[src/rtl/pipe_addsub_if.sv]
`default_nettype none
// ============================================================================
//  Module      : pipe_addsub_if
//  Description : Valid/ready operand stream in, valid/ready result stream out,
//                for the pipelined adder/subtractor.
//  Revision    : 1.0  initial release
// ============================================================================
interface pipe_addsub_if #(
    parameter int WIDTH = 64
);
    logic             in_valid;
    logic             in_ready;
    logic [WIDTH-1:0] a;
    logic [WIDTH-1:0] b;
    logic             cin;
    logic             sub;
    logic             out_valid;
    logic             out_ready;
    logic [WIDTH-1:0] s;
    logic             cout;
    logic             ovf;

    // Source of operands / sink of results
    modport master (
        output in_valid, a, b, cin, sub, out_ready,
        input  in_ready, out_valid, s, cout, ovf
    );

    // The arithmetic block itself
    modport slave (
        input  in_valid, a, b, cin, sub, out_ready,
        output in_ready, out_valid, s, cout, ovf
    );
endinterface
`default_nettype wire

[src/rtl/pipe_addsub.sv]
`default_nettype none
// ============================================================================
//  Module      : pipe_addsub
//  Description : Pipelined two's-complement adder/subtractor. One SEG-bit
//                ripple segment per stage, carry registered between stages,
//                operands skewed forward and finished segments deskewed.
//                Latency WIDTH/SEG cycles, one operation per clock.
//  Revision    : 1.0  initial release
// ============================================================================
module pipe_addsub #(
    parameter int WIDTH = 64,
    parameter int SEG   = 16
) (
    input  logic         clk,
    input  logic         rst,
    pipe_addsub_if.slave bus
);
    localparam int STAGES = WIDTH / SEG;

    // Per-stage pipeline registers. Operands are stored full width; later
    // stages only consume their own segment and above.
    logic [WIDTH-1:0] r_a [STAGES];
    logic [WIDTH-1:0] r_b [STAGES];
    logic [WIDTH-1:0] r_s [STAGES];
    logic             r_c [STAGES];
    logic             r_v [STAGES];
    logic             r_ovf;

    // Next-state values produced by each stage's segment adder
    logic [WIDTH-1:0] w_a_nxt [STAGES];
    logic [WIDTH-1:0] w_b_nxt [STAGES];
    logic [WIDTH-1:0] w_s_nxt [STAGES];
    logic             w_c_nxt [STAGES];
    logic             w_v_nxt [STAGES];
    logic             w_ovf_nxt;
    logic             w_adv;

    // The whole pipe moves together: it may advance whenever the output slot
    // is empty or is being consumed this cycle.
    assign w_adv        = !r_v[STAGES-1] || bus.out_ready;
    assign bus.in_ready = w_adv;

    generate
        for (genvar k = 0; k < STAGES; k++) begin : g_stage
            logic [WIDTH-1:0] w_op_a;
            logic [WIDTH-1:0] w_op_b;
            logic [WIDTH-1:0] w_s_in;
            logic [WIDTH-1:0] w_s_out;
            logic             w_c_in;
            logic             w_v_in;
            logic [SEG:0]     w_sum;

            if (k == 0) begin : g_head
                // B is inverted once at entry so every stage just adds
                assign w_op_a = bus.a;
                assign w_op_b = bus.sub ? ~bus.b : bus.b;
                assign w_c_in = bus.sub ? 1'b1 : bus.cin;
                assign w_v_in = bus.in_valid;
                assign w_s_in = '0;
            end else begin : g_body
                assign w_op_a = r_a[k-1];
                assign w_op_b = r_b[k-1];
                assign w_c_in = r_c[k-1];
                assign w_v_in = r_v[k-1];
                assign w_s_in = r_s[k-1];
            end

            assign w_sum = {1'b0, w_op_a[k*SEG +: SEG]}
                         + {1'b0, w_op_b[k*SEG +: SEG]}
                         + {{SEG{1'b0}}, w_c_in};

            // Merge this stage's sum segment into the partially built result
            always_comb begin
                w_s_out                 = w_s_in;
                w_s_out[k*SEG +: SEG]   = w_sum[SEG-1:0];
            end

            assign w_a_nxt[k] = w_op_a;
            assign w_b_nxt[k] = w_op_b;
            assign w_s_nxt[k] = w_s_out;
            assign w_c_nxt[k] = w_sum[SEG];
            assign w_v_nxt[k] = w_v_in;

            if (k == STAGES - 1) begin : g_tail
                // Same-sign operands producing an opposite-sign result
                assign w_ovf_nxt = (w_op_a[WIDTH-1] == w_op_b[WIDTH-1])
                                && (w_sum[SEG-1] != w_op_a[WIDTH-1]);
            end
        end
    endgenerate

    // Stage registers: cleared by reset, loaded in lock-step on advance
    always_ff @(posedge clk or posedge rst) begin
        if (rst) begin
            for (int k = 0; k < STAGES; k++) begin
                r_v[k] <= 1'b0;
                r_c[k] <= 1'b0;
                r_a[k] <= '0;
                r_b[k] <= '0;
                r_s[k] <= '0;
            end
            r_ovf <= 1'b0;
        end else if (w_adv) begin
            for (int k = 0; k < STAGES; k++) begin
                r_v[k] <= w_v_nxt[k];
                r_c[k] <= w_c_nxt[k];
                r_a[k] <= w_a_nxt[k];
                r_b[k] <= w_b_nxt[k];
                r_s[k] <= w_s_nxt[k];
            end
            r_ovf <= w_ovf_nxt;
        end
    end

    assign bus.out_valid = r_v[STAGES-1];
    assign bus.s         = r_s[STAGES-1];
    assign bus.cout      = r_c[STAGES-1];
    assign bus.ovf       = r_ovf;

endmodule
`default_nettype wire

[src/flat_wrapper.sv]
// flat-port wrapper written by rule: the top's interface ports become plain ports
module pipe_addsub_flat 
#(
    parameter int WIDTH = 64,
    parameter int SEG   = 16
)
  (clk, rst, bus_in_valid, bus_a, bus_b, bus_cin, bus_sub, bus_out_ready, bus_in_ready, bus_out_valid, bus_s, bus_cout, bus_ovf);
  pipe_addsub_if #(.WIDTH(WIDTH)) bus_i ();
  input  logic clk;
  input  logic rst;
  input wire logic [$bits(bus_i.in_valid)-1:0] bus_in_valid;
  input wire logic [$bits(bus_i.a)-1:0] bus_a;
  input wire logic [$bits(bus_i.b)-1:0] bus_b;
  input wire logic [$bits(bus_i.cin)-1:0] bus_cin;
  input wire logic [$bits(bus_i.sub)-1:0] bus_sub;
  input wire logic [$bits(bus_i.out_ready)-1:0] bus_out_ready;
  output wire logic [$bits(bus_i.in_ready)-1:0] bus_in_ready;
  output wire logic [$bits(bus_i.out_valid)-1:0] bus_out_valid;
  output wire logic [$bits(bus_i.s)-1:0] bus_s;
  output wire logic [$bits(bus_i.cout)-1:0] bus_cout;
  output wire logic [$bits(bus_i.ovf)-1:0] bus_ovf;
  assign bus_i.in_valid = bus_in_valid;
  assign bus_i.a = bus_a;
  assign bus_i.b = bus_b;
  assign bus_i.cin = bus_cin;
  assign bus_i.sub = bus_sub;
  assign bus_i.out_ready = bus_out_ready;
  assign bus_in_ready = bus_i.in_ready;
  assign bus_out_valid = bus_i.out_valid;
  assign bus_s = bus_i.s;
  assign bus_cout = bus_i.cout;
  assign bus_ovf = bus_i.ovf;
  pipe_addsub #(.WIDTH(WIDTH), .SEG(SEG)) u_core (.clk(clk), .rst(rst), .bus(bus_i));
endmodule
[config.mk]
export PLATFORM = sky130hd
export DESIGN_NAME = pipe_addsub_flat
export DESIGN_NICKNAME = d
export VERILOG_FILES = /design/src/rtl/pipe_addsub_if.sv /design/src/rtl/pipe_addsub.sv /design/src/flat_wrapper.sv
export SDC_FILE = /design/constraint.sdc
export NUM_CORES = 1
export LEC_CHECK = 0
export CORE_AREA = 4 4 173 175
export CTS_CLUSTER_SIZE = 20
export DETAILED_ROUTE_END_ITERATION = 10
export DIE_AREA = 0 0 177 179
export GPL_TIMING_DRIVEN = 0
export HOLD_SLACK_MARGIN = 0.1
export PLACE_DENSITY_LB_ADDON = 0.05
export SLEW_MARGIN = 20
export SYNTH_ARGS = -nofsm -noshare
export SYNTH_HDL_FRONTEND = slang
export SYNTH_SLANG_ARGS = --single-unit
export TNS_END_PERCENT = 5
[constraint.sdc]
create_clock -name clk -period 32.8 [get_ports clk]
set_input_delay 9.84 -clock clk [delete_from_list [all_inputs] [get_ports clk]]
set_output_delay 9.84 -clock clk [all_outputs]
set_load 0.03 [all_outputs]
* Word-level counts from Yosys, hierarchy flattened
Index checks and enable logic that the tools add are counted.
** Word-level totals
- Register bits :: 553
- Latch bits :: 0
- RAM bits :: 0
- Bits in read-only memories :: 0
- Input port bits :: 134
- Output and inout bits :: 68
- Word-level logic and storage cells :: 35
- Memories :: 0
** Cells by class
- Add/subtract/negate cells :: 8
- $mul :: 0
- Div/mod/pow operators :: 0
- $lt $le $gt $ge :: 0
- Equal/unequal tests :: 2
- Shift-type cells :: 0
- Multiplexer cells :: 2
- Bitwise operators :: 1
- Reductions and logical operators :: 3
** Operators by type and width (count)
- $add 16x16->17 :: 4
- $add 17x1->17 :: 4
- $mux 64 :: 1
- $not 64->64 :: 1
- $eq 1x1->1 :: 1
- $logic_and 1x1->1 :: 1
- $logic_not 1->1 :: 1
- $logic_or 1x1->1 :: 1
- $mux 1 :: 1
- $ne 1x1->1 :: 1

* Logic depth before layout (Yosys ltp)
- Depth after elaboration :: 4
- Mapped depth :: 12

* Worst setup path before layout
Ideal clock, no wire load.
- Path kind :: input to output
- From :: in bus_out_ready
- To :: out bus_in_ready
- Arrival :: 10.991 ns
- Data required time :: 22.960 ns
- Path slack :: 11.969 ns
- Stages :: 5
- Cells stage by stage :: nor2b_1 > inv_2 > clkbuf_1 > clkbuf_1 > clkbuf_1
** Between the ends
- Cells in the longest elaborated chain, start to end :: 1
** Ends and longest elaborated chain
- from (decl) :: RTL line flat_wrapper.sv:16 : input wire logic [$bits(bus_i.out_ready)-1:0] bus_out_ready;
- $logic_or 1x1->1 :: RTL line pipe_addsub.sv:40 : assign w_adv = !r_v[STAGES-1] || bus.out_ready;
- to (decl) :: RTL line flat_wrapper.sv:17 : output wire logic [$bits(bus_i.in_ready)-1:0] bus_in_ready;
Every way passes these cells.

* Worst setup path in the final report
Ends and elaborated chain as after synthesis.

==> results.ini <==
[setup_path]
critical_path_arrival_ns=13.15
timing.setup.critical_path_class=input pin to output port
required_time_at_the_endpoint_of_the_critical_path_ns=22.96
critPathCaptureType=output port
crit_path_max_fanout=10
worstSetupStartpointType=input pin

[final_layout]
areaGrowthSynthToFinish_pct=22.4
drive_above_1_share_pct=5.25
final_nets=2364
final.fill_count=2178
finish.utilization_pct=73.5
final_cells=2577

[placed_design]
place.detailed.instances=2505
globalplace.congestion=0.930
port-buffer-count=200
pre_cts_slack_ns=9.84
dp_hpwl_um=33100

[synth]
share_of_synthesized_cell_area_in_full_adder_half_adder_and_majority_cells_pct=5.33
synth_compound_gate_area_share_pct=11.2
syn-num-nets=2120
synth_xor_xnor_area_share_pct=5.07
synth_simple_gate_area_share_pct=22.8
async_reset_ff_share_pct=100
netlist-cell-type-count=72
synth_largest_type_area_fraction_pct=52.9
synth_top_family_by_area=simple AND/OR/NAND/NOR gates
synth_flop_cell=dfrtp_1
yosys.area.top_type=dfrtp_1
synth_seq_area_share_pct=52.9
number_of_instances_in_the_synthesized_netlist=1918
synth-seq-cells=361
post_synth_mux_area_share_pct=0.0659
synth_edf_count=0
synth.cell_area_um2=17100
yosysWarningCount=0
synthesis.area_per_instance_um2=8.91
synthTopCellsByArea=dfrtp_1 (53%), nand2_1 (19%), ha_1 (4.4%), xnor2_1 (3.5%), o21ai_0 (2.4%)

[floorplan]
start_util_pct=60.0
chipHeight_um=179
chipWidth_um=177
core_area_um2=28500
top_level_ports=202
rows=62
die_area_um2=31700

[clocking]
post_cts_hold_buffer_count=0
h-tree-depth=2
cts.clk_slew.worst_paths_ns=0.06
cts_root_buffer=clkbuf_16
cts_setup_buffers=0
cts_num_sinks=361
cts_inserted_buffers=39
tritoncts=built
clk_latency_ns=0.53
cts_repair_resize_count=0
cts.path.max_buffers=3

[power]
p_per_area_nw_per_um2=103
power.switching_mw=0.880
p_int_mw=1.27
power.clock.fraction_pct=20.0
share_of_total_power_consumed_by_net_switching_pct=41.0
total_leakage_power_nw=10.2
p_total_mw=2.15
ir_drop_v=0.0000636
pwr-share-comb_pct=44.3
power_frac_seq_pct=35.7

[status]
status=finished clean

[route]
via_per_inst=5.52
route.antenna.remaining_nets=0
drtPass1Iterations=6
drtIter0Drc=1037
dr_total_vias=14219
wirelength_um=46000
drt-wirelength-per-cell_um=17.8
post-route-drc-count=0

[timing]
finalClockSkew_ns=0.0201
fin_setup_tns_ns=0
slew_viol_final=0
layout_min_cycle_time_ns=22.99
crit_path_setup_slack_layout_ns=9.81
rsz0062_at_grt=no
fmaxAchievable_mhz=43.5
final.period_utilization_pct=70.1
maxSlewHeadroom_pct=33.2
final_number_of_setup_violating_endpoints=0
final_hold_violations=0
worst_slew_pin_slew_ns=1.00

[global_route]
grt_util_all_layers_pct=29.4
maximum_number_of_pins_on_one_net_before_global_route_repair=107
first_global_vias=14315
grt_first_pass_wirelength_um=73600
grt_antenna_before_repair=1
grt_overflow_total=0

[run]
maxCapViolCount=0

[min_path]
hold_path.class=flop to flop

cell families after synthesis:
logic type,count (synthesis)
and+or+nand+nor,990
muxes,1
DFF,361
xor gates and xnor gates,99
adders and majority gates,68
AOI/OAI and AO/OA,292
buffers and inverters,107
worst max-delay path, cell delays in order:
cell             delay (ns)
clkdlybuf4s50_1        0.45
nor2b_1                0.10
inv_2                  0.17
clkbuf_1               0.47
clkbuf_1               0.66
clkbuf_1               0.61
clkdlybuf4s50_1        0.83
final cells by class:
class                   instances  area [um^2]  share of cell area, %
flip-flops and latches        361         9030                   43.2
multi-input cells            1450         7610                   36.4
repair buffers                203         2080                   9.96
clock buffers                  59         1150                   5.51
well taps                     384          480                   2.30
plain buffers                  94          393                   1.88
clock inverters                12          106                  0.508
inverters                      13         56.3                  0.269
diodes                          1         2.50                 0.0120
flip-flops by register name (all words and copies together), names as in the netlist:
name                   flops
u_core.bus.cout            1
u_core.bus.out_valid       1
u_core.bus.ovf             1
u_core.bus.s              64
u_core.g_stage.w_c_in      3
u_core.g_stage.w_op_a     96
u_core.g_stage.w_op_b     96
u_core.g_stage.w_s_in     96
u_core.g_stage.w_v_in      3
per-stage QoR:
| step | instance area [um^2] | hold WS (ns) |
|---|---|---|
| after global placement | 19600 | 0.448 |
| after floorplan | 17100 | 0.430 |
| after global routing | 20900 | 0.483 |
| after CTS | 20900 | 0.468 |
| after detailed placement | 19700 | 0.456 |
| final | 20900 | 0.465 |
path summary, 6_finish.rpt:
path | startpoint | end | slack, ns | cells past startpoint
max | bus_out_ready | bus_in_ready | 9.81 | 7
min in group asynchronous | rst | u_core.bus.s[9] | 9.76 | 2
min | u_core.g_stage[1].w_op_a[50] | u_core.g_stage[1].w_op_a[50] | 0.47 | 2
min reg2reg | u_core.g_stage[1].w_op_a[50] | u_core.g_stage[1].w_op_a[50] | 0.47 | 2
max in group asynchronous | rst | u_core.g_stage[1].w_op_b[42] | 21.72 | 4
max reg2reg | u_core.bus.out_valid | u_core.g_stage[2].w_op_b[37] | 29.71 | 7
synth_stat cells, drive strengths merged (3+ instances only):
cell type / n
nor3: 20
a211oi: 25
ha: 60
a21oi: 57
a2111oi: 6
nand3: 7
inv: 13
a211o: 4
clkbuf: 49
o21ai: 108
or3: 6
buf: 45
o31ai: 7
nand2b: 8
xnor2: 68
o22ai: 3
nand2: 857
nand4: 3
and2: 3
o21bai: 8
and3: 6
xor2: 31
fa: 8
a31oi: 7
dfrtp: 361
a21o: 24
o21a: 15
nor2: 57
nor2b: 6
o211ai: 7
cells in the final DEF, fill, tap and decap left out, types with 11 or more instances in the layout:
cell type        count
a21o_1              24
buf_1               13
nor3_1              20
nand2_1            857
nor2_1              57
buf_2               32
o21ai_0             83
clkbuf_16           40
clkdlybuf4s50_1    200
a211oi_1            24
o21ai_1             24
a21oi_1             56
clkbuf_1            60
o21a_1              14
xnor2_1             68
inv_1               11
ha_1                60
dfrtp_1            361
xor2_1              31
power by group through the flow:
stage | clock network, mW | logic, mW | registers [mW]
final | 0.430 | 0.952 | 0.767
after global routing | 0.453 | 1.06 | 0.788
after CTS | 0.435 | 0.952 | 0.765
after detailed placement | 0 | 0.942 | 0.769
after global placement | 0 | 0.918 | 0.766
after floorplan | 0 | 0.580 | 0.817
routing by layer:
layer / vias to the layer above / track usage [%] / share of wire (%)
li1: 6767 / - / -
met1: 6897 / 39.7 / 43
met2: 449 / 49.2 / 48
met3: 106 / 3.90 / 5.5
met4: 0 / 10.7 / 3.5
met5: - / 0 / 0
Power figures use the tool's default switching activity.
